## config.mk

```make
export PLATFORM = sky130hd
export DESIGN_NAME = morse_decoder_flat
export DESIGN_NICKNAME = d
export VERILOG_FILES = /design/src/rtl/morse_pkg.sv /design/src/rtl/morse_decoder_if.sv /design/src/rtl/morse_lut.sv /design/src/rtl/morse_decoder.sv /design/src/flat_wrapper.sv
export SDC_FILE = /design/constraint.sdc
export NUM_CORES = 1
export LEC_CHECK = 0
export ABC_CLOCK_PERIOD_IN_PS = 2700
export CORE_UTILIZATION = 50
export DETAILED_ROUTE_END_ITERATION = 6
export PLACE_DENSITY = 0.69
export SYNTH_ARGS = -nofsm -noshare
export SYNTH_HDL_FRONTEND = slang
export SYNTH_SLANG_ARGS = --single-unit
```

## constraint.sdc

```tcl
create_clock -name i_clk -period 2.7 [get_ports i_clk]
set_input_delay 0.54 -clock i_clk [delete_from_list [all_inputs] [get_ports i_clk]]
set_output_delay 0.54 -clock i_clk [all_outputs]
set_load 0.005 [all_outputs]
```

## src/rtl/morse_pkg.sv

```systemverilog
// Shared types and constants for the Morse receive path.
// FSM states, element encoding, LUT key bundle and ASCII codes.
package morse_pkg;

    typedef enum logic [1:0] {
        IDLE,
        MARK,
        GAP,
        WAIT_WORD
    } state_t;

    typedef enum logic {
        DOT  = 1'b0,
        DASH = 1'b1
    } elem_t;

    typedef logic [7:0] ascii_t;

    // LUT key: element count plus right-aligned pattern,
    // first element in the highest used bit.
    typedef struct packed {
        logic [2:0] len;
        logic [4:0] pat;
    } code_t;

    localparam ascii_t ASCII_SPACE   = 8'h20;
    localparam ascii_t ASCII_UNKNOWN = 8'h3F;

    localparam int unsigned MAX_ELEMS = 5;

endpackage

```

## src/rtl/morse_decoder_if.sv

```systemverilog
// Key/tick inputs and decoded-character outputs of morse_decoder.
// master: drives i_tick/i_key; slave: the decoder.
interface morse_decoder_if;
    import morse_pkg::*;

    logic   i_tick;
    logic   i_key;
    ascii_t o_char;
    logic   o_valid;
    logic   o_busy;

    modport master (
        output i_tick,
        output i_key,
        input  o_char,
        input  o_valid,
        input  o_busy
    );

    modport slave (
        input  i_tick,
        input  i_key,
        output o_char,
        output o_valid,
        output o_busy
    );

endinterface

```

## src/rtl/morse_lut.sv

```systemverilog
// Combinational ITU Morse lookup for A-Z and 0-9.
// i_code {len, pattern} in, o_ascii out ('?' on a miss).
module morse_lut
    import morse_pkg::*;
(
    input  code_t  i_code,
    output ascii_t o_ascii
);

    always_comb begin
        o_ascii = ASCII_UNKNOWN;
        case (i_code)
            {3'd2, 5'b00001}: o_ascii = 8'h41; // A .-
            {3'd4, 5'b01000}: o_ascii = 8'h42; // B -...
            {3'd4, 5'b01010}: o_ascii = 8'h43; // C -.-.
            {3'd3, 5'b00100}: o_ascii = 8'h44; // D -..
            {3'd1, 5'b00000}: o_ascii = 8'h45; // E .
            {3'd4, 5'b00010}: o_ascii = 8'h46; // F ..-.
            {3'd3, 5'b00110}: o_ascii = 8'h47; // G --.
            {3'd4, 5'b00000}: o_ascii = 8'h48; // H ....
            {3'd2, 5'b00000}: o_ascii = 8'h49; // I ..
            {3'd4, 5'b00111}: o_ascii = 8'h4A; // J .---
            {3'd3, 5'b00101}: o_ascii = 8'h4B; // K -.-
            {3'd4, 5'b00100}: o_ascii = 8'h4C; // L .-..
            {3'd2, 5'b00011}: o_ascii = 8'h4D; // M --
            {3'd2, 5'b00010}: o_ascii = 8'h4E; // N -.
            {3'd3, 5'b00111}: o_ascii = 8'h4F; // O ---
            {3'd4, 5'b00110}: o_ascii = 8'h50; // P .--.
            {3'd4, 5'b01101}: o_ascii = 8'h51; // Q --.-
            {3'd3, 5'b00010}: o_ascii = 8'h52; // R .-.
            {3'd3, 5'b00000}: o_ascii = 8'h53; // S ...
            {3'd1, 5'b00001}: o_ascii = 8'h54; // T -
            {3'd3, 5'b00001}: o_ascii = 8'h55; // U ..-
            {3'd4, 5'b00001}: o_ascii = 8'h56; // V ...-
            {3'd3, 5'b00011}: o_ascii = 8'h57; // W .--
            {3'd4, 5'b01001}: o_ascii = 8'h58; // X -..-
            {3'd4, 5'b01011}: o_ascii = 8'h59; // Y -.--
            {3'd4, 5'b01100}: o_ascii = 8'h5A; // Z --..
            {3'd5, 5'b11111}: o_ascii = 8'h30; // 0
            {3'd5, 5'b01111}: o_ascii = 8'h31; // 1
            {3'd5, 5'b00111}: o_ascii = 8'h32; // 2
            {3'd5, 5'b00011}: o_ascii = 8'h33; // 3
            {3'd5, 5'b00001}: o_ascii = 8'h34; // 4
            {3'd5, 5'b00000}: o_ascii = 8'h35; // 5
            {3'd5, 5'b10000}: o_ascii = 8'h36; // 6
            {3'd5, 5'b11000}: o_ascii = 8'h37; // 7
            {3'd5, 5'b11100}: o_ascii = 8'h38; // 8
            {3'd5, 5'b11110}: o_ascii = 8'h39; // 9
            default:          o_ascii = ASCII_UNKNOWN;
        endcase
    end

endmodule

```

## src/rtl/morse_decoder.sv

```systemverilog
// Straight-key Morse receiver: times marks/gaps in dot units, emits ASCII.
// Ports: i_clk, i_rst_n, bus (i_tick, i_key in; o_char, o_valid, o_busy out).
module morse_decoder
    import morse_pkg::*;
#(
    parameter int CNT_WIDTH      = 4,
    parameter int DASH_MIN       = 2,
    parameter int LETTER_GAP_MIN = 2,
    parameter int WORD_GAP_MIN   = 5
) (
    input  logic             i_clk,
    input  logic             i_rst_n,
    morse_decoder_if.slave   bus
);

    localparam logic [CNT_WIDTH-1:0] CNT_MAX = '1;
    localparam logic [CNT_WIDTH-1:0] DASH_TH = CNT_WIDTH'(DASH_MIN);
    localparam logic [CNT_WIDTH-1:0] LG_LAST = CNT_WIDTH'(LETTER_GAP_MIN - 1);
    localparam logic [CNT_WIDTH-1:0] WG_LAST = CNT_WIDTH'(WORD_GAP_MIN - 1);
    localparam logic [2:0]           E_LAST  = 3'(MAX_ELEMS);

    logic key_s1;
    logic key_s2;
    logic key_d;
    logic key_rise;
    logic key_fall;

    state_t state;
    state_t state_n;

    logic [CNT_WIDTH-1:0] cnt;
    logic [2:0]           elem_cnt;
    logic [4:0]           pattern;
    logic                 ovf;

    logic   store;
    elem_t  elem;
    logic   emit_chr;
    logic   emit_spc;
    logic   keep_cnt;
    logic   cnt_clr;
    ascii_t lut_char;
    code_t  code;

    // Two-flop synchronizer plus one delay flop for edge detection.
    always_ff @(posedge i_clk or negedge i_rst_n) begin
        if (!i_rst_n) begin
            key_s1 <= 1'b0;
            key_s2 <= 1'b0;
            key_d  <= 1'b0;
        end else begin
            key_s1 <= bus.i_key;
            key_s2 <= key_s1;
            key_d  <= key_s2;
        end
    end

    assign key_rise = key_s2 & ~key_d;
    assign key_fall = ~key_s2 & key_d;

    always_ff @(posedge i_clk or negedge i_rst_n) begin
        if (!i_rst_n) begin
            state <= IDLE;
        end else begin
            state <= state_n;
        end
    end

    // Key rise is checked first so it beats a same-cycle gap tick.
    always_comb begin
        state_n  = state;
        store    = 1'b0;
        elem     = DOT;
        emit_chr = 1'b0;
        emit_spc = 1'b0;
        keep_cnt = 1'b0;
        unique case (state)
            IDLE: begin
                if (key_rise) begin
                    state_n = MARK;
                end
            end
            MARK: begin
                if (key_fall) begin
                    store   = 1'b1;
                    elem    = (cnt >= DASH_TH) ? DASH : DOT;
                    state_n = GAP;
                end
            end
            GAP: begin
                if (key_rise) begin
                    state_n = MARK;
                end else if (bus.i_tick && cnt == LG_LAST) begin
                    emit_chr = 1'b1;
                    keep_cnt = 1'b1;
                    state_n  = WAIT_WORD;
                end
            end
            WAIT_WORD: begin
                if (key_rise) begin
                    state_n = MARK;
                end else if (bus.i_tick && cnt == WG_LAST) begin
                    emit_spc = 1'b1;
                    state_n  = IDLE;
                end
            end
            default: begin
                state_n = IDLE;
            end
        endcase
    end

    // Word gap is timed from the end of the last mark, so the
    // GAP -> WAIT_WORD move keeps the running count.
    assign cnt_clr = (state_n != state) && !keep_cnt;

    always_ff @(posedge i_clk or negedge i_rst_n) begin
        if (!i_rst_n) begin
            cnt <= '0;
        end else if (cnt_clr) begin
            cnt <= '0;
        end else if (bus.i_tick && cnt != CNT_MAX) begin
            cnt <= cnt + 1'b1;
        end
    end

    always_ff @(posedge i_clk or negedge i_rst_n) begin
        if (!i_rst_n) begin
            elem_cnt <= '0;
            pattern  <= '0;
            ovf      <= 1'b0;
        end else if (store) begin
            if (elem_cnt == E_LAST) begin
                ovf <= 1'b1;
            end else begin
                pattern  <= {pattern[3:0], elem};
                elem_cnt <= elem_cnt + 1'b1;
            end
        end else if (emit_chr) begin
            elem_cnt <= '0;
            pattern  <= '0;
            ovf      <= 1'b0;
        end
    end

    assign code.len = elem_cnt;
    assign code.pat = pattern;

    morse_lut u_lut (
        .i_code  (code),
        .o_ascii (lut_char)
    );

    always_ff @(posedge i_clk or negedge i_rst_n) begin
        if (!i_rst_n) begin
            bus.o_valid <= 1'b0;
            bus.o_char  <= '0;
        end else begin
            bus.o_valid <= emit_chr | emit_spc;
            if (emit_spc) begin
                bus.o_char <= ASCII_SPACE;
            end else if (emit_chr) begin
                bus.o_char <= ovf ? ASCII_UNKNOWN : lut_char;
            end
        end
    end

    assign bus.o_busy = (state == MARK) || (state == GAP);

endmodule

```

## src/flat_wrapper.sv

```systemverilog
// flat-port wrapper written by rule: the top's interface ports become plain ports
module morse_decoder_flat import morse_pkg::*;
#(
    parameter int CNT_WIDTH      = 4,
    parameter int DASH_MIN       = 2,
    parameter int LETTER_GAP_MIN = 2,
    parameter int WORD_GAP_MIN   = 5
)
  (i_clk, i_rst_n, bus_i_tick, bus_i_key, bus_o_char, bus_o_valid, bus_o_busy);
  morse_decoder_if bus_i ();
  input  logic i_clk;
  input  logic i_rst_n;
  input wire logic [$bits(bus_i.i_tick)-1:0] bus_i_tick;
  input wire logic [$bits(bus_i.i_key)-1:0] bus_i_key;
  output wire logic [$bits(bus_i.o_char)-1:0] bus_o_char;
  output wire logic [$bits(bus_i.o_valid)-1:0] bus_o_valid;
  output wire logic [$bits(bus_i.o_busy)-1:0] bus_o_busy;
  assign bus_i.i_tick = bus_i_tick;
  assign bus_i.i_key = bus_i_key;
  assign bus_o_char = bus_i.o_char;
  assign bus_o_valid = bus_i.o_valid;
  assign bus_o_busy = bus_i.o_busy;
  morse_decoder #(.CNT_WIDTH(CNT_WIDTH), .DASH_MIN(DASH_MIN), .LETTER_GAP_MIN(LETTER_GAP_MIN), .WORD_GAP_MIN(WORD_GAP_MIN)) u_core (.i_clk(i_clk), .i_rst_n(i_rst_n), .bus(bus_i));
endmodule
```

# --- Word level (Yosys, flattened, before mapping) ---
# Index checks and enable logic that the tools add are counted.
word_totals:
  mem_bits_ro: 0
  latchBits: 0
  ramBits: 0
  mem_count: 0
  out_inout_bits: 10
  reg_bits: 27
classes:
  n_bitwise: 5
  n_mux: 33
  n_addsub: 2
  div_mod_pow: 0
  n_mul: 0
  n_reduce_logical: 12
  eq_ne: 46
  n_shift: 0
  magnitude_cmp: 1
op_table:
  columns: ["op", "n"]
  rows:
  - ["$pmux 7 s36", 1]
  - ["$eq 8x8->1 const B", 22]
  - ["$eq 8x7->1 const B", 12]
  - ["$eq 8x6->1 const B", 2]
  - ["$mux 8", 2]
  - ["$mux 5", 3]
  - ["$mux 1", 14]
  - ["$mux 2", 6]
  - ["$mux 3", 3]
  - ["$mux 4", 2]
  - ["$pmux 2 s4", 1]
  - ["$mux 7", 1]
  - ["$reduce_bool 2->1", 3]
  - ["$add 4x1->4 const B", 1]
  - ["$eq 2x2->1 const B", 2]
  - ["$eq 4x1->1 const B", 1]
  - ["$eq 4x3->1 const B", 1]
  - ["$ge 4x2->1 const B", 1]
  - ["$logic_and 1x1->1", 4]
  - ["$ne 2x2->1 const B", 2]
  - ["$ne 4x4->1 const B", 1]
  - ["$reduce_and 2->1", 2]
  - ["$add 3x1->3 const B", 1]
  - ["$eq 3x3->1 const B", 1]
  - ["other kinds (8)", 10]

# --- Depth between registers and ports, before layout ---
logic_depth:
  depth_word: 8
  ltp_mapped: 9
  mapped_depth_nobuf: 8

# --- Cells and area by module ---
# A second synthesis with hierarchy kept.
hier_totals:
  hier_cells: 265
  area_unflattened_um2: 2313.5
modules_own_cells:
  columns: ["mod", "seq_area_each_um2", "area_per_inst_um2", "cells_each", "instances"]
  rows:
  - ["morse_decoder", 675.6, 1410.1, 132, 1]
  - ["morse_lut", 0.0, 903.4, 133, 1]

# --- Worst setup path after synthesis ---
# Ideal clock, no wire load.
synth_path:
  path_kind: "flip-flop to flip-flop"
  from: "register u_core.state[0]"
  to: "register u_core.bus.o_char[2]"
  setup_ps: 134
  setup_slack_ps: 576
  stages_incl_launch_ff: 9
  arrival_ps: 1990
  synth_period_minus_slack_ps: 2124
  path_buffers: 0
  t_required_ps: 2566
  cell_sequence: "dfrtp_1 > inv_1 > ha_1 > nand4b_1 > nor3_2 > a31oi_1 > a211o_1 > a2111oi_0 > a21oi_1"
synth_between:
  elab_chain_cells: 3
  elab_cells_between_ends: 6
  classes_between: "eq/ne: 2; mux: 3; reduce/logical: 1"
synth_lines:
  columns: ["item", "line_no", "text"]
  rows:
  - ["start: declaration", "morse_decoder.sv:28", "state_t state;"]
  - ["start signal: assignment", "morse_decoder.sv:65", "state <= state_n;"]
  - ["$eq 2x2->1", "morse_decoder.sv:77", "unique case (state)"]
  - ["$mux 1", "morse_decoder.sv:77", null]
  - ["$mux 8 or $reduce_bool 2->1 (tied branches)", null, null]
  - ["end signal: assignment", "morse_decoder.sv:163", "bus.o_char <= ovf ? ASCII_UNKNOWN : lut_char;"]
  - ["end: declaration", "morse_decoder_if.sv:23", "output o_char,"]
# Several ways; a longest one is shown, not always the timed one.
# A chain may end at the register's enable or synchronous reset.

# --- Final worst setup path ---
layout_path:
  from: "register u_core.pattern[0]"
  to: "register u_core.bus.o_char[1]"
layout_between:
  elab_chain_cells: 5
  elab_cells_between_ends: 40
  classes_between: "eq/ne: 36; mux: 4"
layout_lines:
  columns: ["item", "line_no", "text"]
  rows:
  - ["start: declaration", "morse_decoder.sv:33", "logic [4:0] pattern;"]
  - ["start signal: assignment", "morse_decoder.sv:136", "pattern <= {pattern[3:0], elem};"]
  - ["$eq 8x8->1 (tied with other cells)", "morse_lut.sv:12", "case (i_code)"]
  - ["$pmux 7 s36 *", "morse_lut.sv:12", null]
  - ["$mux 7 *", "morse_decoder.sv:163", null]
  - ["$mux 8 *", "morse_decoder.sv:162", "end else if (emit_chr) begin"]
  - ["$mux 8 *", "morse_decoder.sv:160", "if (emit_spc) begin"]
# Every way passes the cells marked *; elsewhere a longest branch is shown, timed or not. The select of a mux whose other input is x is not followed.

==> metrics.txt <==
status complete, no violations; RSZ-0062 raised after global routing false; Critical Path Source u_core.pattern[0]$_DFFE_PN0P_; Cell Int Power 1.289 mW; vertical die dimension 66.61 um; maximum capacitance violations 0; total congestion overflow 0; top_reg_cell synth dfrtp_1; initial detailed-routing violation count 239; post-synth top area share 0.3118; leakage power 1.009 nW; final instance area 2375 um2; ranking of synthesized cells by area dfrtp_1, a21oi_1, ha_1, nand2_1, o21ai_0; antenna cells 0; CP endpoint kind flop; CTS clk-pin slew, worst paths 0.09 ns; Max stage delay on crit path 0.60 ns; initial antenna violation count 0; crit path cell chain and4bb_2 -> nand2_1 -> o22ai_1 -> a2111oi_2 -> a2111oi_0 -> o21ai_0; Sequential Power Share 0.313; number of gates resized after cts 0; final wirelength 5047 um; Hold Startpoint u_core.key_s1$_DFF_PN0_; ANT nets after route 0; Fmax achieved 444.5 MHz; Pre-antenna DRT Iters 4; die area 4436 um2; residual DRC count 0; HP Class reg -> reg; # clock sinks 26; critical path class reg -> reg; EDFF count, synth 0; Post-synth ARST share 1.000; CP max FO 20; DP HPWL 3778 um; Clk pwr share 0.102; crit path launch type flop; launch point of the worst reg-to-reg path u_core.pattern[0]$_DFFE_PN0P_; pwr/cell area 1023 nW/um2; VDD IR max 522.9 uV; combinational share of power 0.585; via density per instance 6.225; syn avg cell area 8.058 um2; setup TNS 0 ns; Post-Synthesis Cells 259; FILL cells 374; fraction of layout cells with a size suffix above 1 0.1055; Final WS setup 0.4504 ns; Post-CTS Setup Bufs 0; GPL Wtd Cong 0.9843; P&R area growth vs syn 13.79%; largest net degree at the start of global routing 27; CTS tree built; CP arrival 2.44 ns; Slew Limit Fails 0; row count 23; Max Root-Sink Buffers 2; Tot GR Track Use 0.2419; H-tree levels 1; post-synth top area cell dfrtp_1; starting density of the core 0.5217; Sw Share 0.4693; Slew headroom 0.5994; CP max stage cell dfrtp_1; Fin. Hold Viols 0; number of global-route vias before repair 1742; die span in x 66.61 um; Crit path buffers/inverters 0; hold_buf cts 0; final layout net count 290; Final period util 0.8332; min cycle time layout 2.250 ns; port bufs 12; synthesized cell area 2087 um2; post-synth cell types 54; first-pass GRT wire length 8211 um; FF+latch count, synth 26; core outline area 4000 um2; pre-CTS WS 0.2960 ns; routed vias 2023; Psw 1.140 mW; clock skew 0.001480 ns; wire per inst 15.53 um; Mapped Nets 273; Clock Latency Late Sink 0.26 ns; total CTS buffers 3; Worst-Margin Slew 0.6008 ns; cell family with most CP delay compound AO/OA/AOI/OAI gates; Finish-stage setup viols 0; yosys warns 0; cell chosen for the clock root clkbuf_8; register area share after synthesis 0.3118; I/O pins 14; Critical Path RT 2.89 ns; Cell Area, Placed 2320 um2
## routing by layer
layer | vias to the layer above | global-route usage | wire length [um]
met5 | - | 0 | 0
met4 | 0 | 0.09309 | 106
met3 | 14 | 0.03253 | 292
met2 | 73 | 0.3687 | 2332
met1 | 952 | 0.3433 | 2316
li1 | 984 | - | -
## worst paths after layout
check | to | slack (ns) | cells after the start
worst max-delay path | u_core.bus.o_char[1]$_DFFE_PN0P_ | 0.45 | 6
worst max register to register | u_core.bus.o_char[1]$_DFFE_PN0P_ | 0.45 | 6
worst min-delay path | u_core.key_s2$_DFF_PN0_ | 0.37 | 0
worst min register to register | u_core.key_s2$_DFF_PN0_ | 0.37 | 0
max in group asynchronous | u_core.pattern[4]$_DFFE_PN0P_ | 1.82 | 2
min in group asynchronous | u_core.bus.o_char[0]$_DFFE_PN0P_ | 0.63 | 2
## power groups by stage
stage | clock network [mW] | registers (mW) | logic (mW)
2_1_floorplan | 0 | 0.617 | 1.08
3_3_place_gp | 0 | 0.758 | 1.40
3_5_place_dp | 0 | 0.761 | 1.40
4_1_cts | 0.255 | 0.754 | 1.40
5_1_grt | 0.270 | 0.784 | 1.57
6_report | 0.247 | 0.760 | 1.42
## final cells by class
cell class / instances / area [um2] / area share
Inverter: 12 / 45.04 / 0.01897
Sequential cell: 26 / 650.6 / 0.2740
Multi-Input combinational cell: 203 / 1306 / 0.5501
Timing Repair Buffer: 30 / 255.2 / 0.1075
Clock buffer: 4 / 55.05 / 0.02318
Tap cell: 50 / 62.56 / 0.02634
## state kept, by name (all words and copies together) (netlist names)
register,cells
u_core.bus.o_valid,1
u_core.key_s2,1
u_core.ovf,1
u_core.key_d,1
u_core.key_s1,1
u_core.elem_cnt,3
u_core.pattern,5
u_core.cnt,4
u_core.bus.o_char,7
u_core.state,2
## cells by family after synthesis
group | Yosys count | share of synthesized area
AND/OR/NAND/NOR | 102 | 0.2692
XOR/XNOR | 4 | 0.01679
AO/OA/AOI/OAI | 82 | 0.2584
adder cells (fa/ha/maj) | 10 | 0.05995
other | 1 | 0.001797
buffers and inverters | 30 | 0.06235
multiplexers | 4 | 0.01978
flip-flops | 26 | 0.3117
## cell usage after synthesis, types with 2 or more instances
master / instances
a211o_1: 2
nor2b_1: 10
nand3_1: 12
nor2_1: 16
dfrtp_1: 26
and2_1: 3
xor2_1: 2
nand4_1: 3
a31oi_1: 6
ha_1: 10
o31ai_1: 2
inv_1: 12
o21a_1: 4
o21ai_0: 17
buf_1: 2
nand2_1: 24
xnor2_1: 2
nor4_1: 2
or3_1: 3
a22oi_1: 2
nand4b_1: 3
nor3_1: 10
nor4b_2: 2
o22ai_1: 2
a32oi_1: 3
a21oi_1: 25
mux2i_1: 3
a22o_1: 5
a2111oi_0: 4
clkbuf_1: 9
nand2b_1: 5
buf_2: 5
o2bb2ai_1: 2
## cell usage in the layout, fill, tap and decap left out, types with 3 or more instances in the layout
cell             Yosys  routed
dfrtp_1             26      26
a21oi_1             25      25
nand2_1             24      24
buf_4                1      18
o21ai_0             17      17
nor2_1              16      16
inv_1               12      12
nand3_1             12      12
clkdlybuf4s50_1      0      12
nor2b_1             10      10
nor3_1              10      10
ha_1                10      10
a31oi_1              6       6
nand2b_1             5       5
a22o_1               5       5
o21a_1               4       4
a2111oi_0            4       4
clkbuf_8             0       4
nand4b_1             3       3
mux2i_1              3       3
and2_1               3       3
nand4_1              3       3
or3_1                3       3
a32oi_1              3       3
## per-stage QoR
stage            util  hold slack, ns  total power, mW  std cells
5_1_grt        0.5937          0.3812            2.622        325
6_report       0.5937          0.3704            2.428        325
3_5_place_dp   0.5799          0.3418            2.159        321
3_3_place_gp   0.5799          0.3327            2.158        321
2_1_floorplan       -          0.2444            1.698        259
4_1_cts        0.5937          0.3724            2.413        325
(Power assumes the default switching activity.)
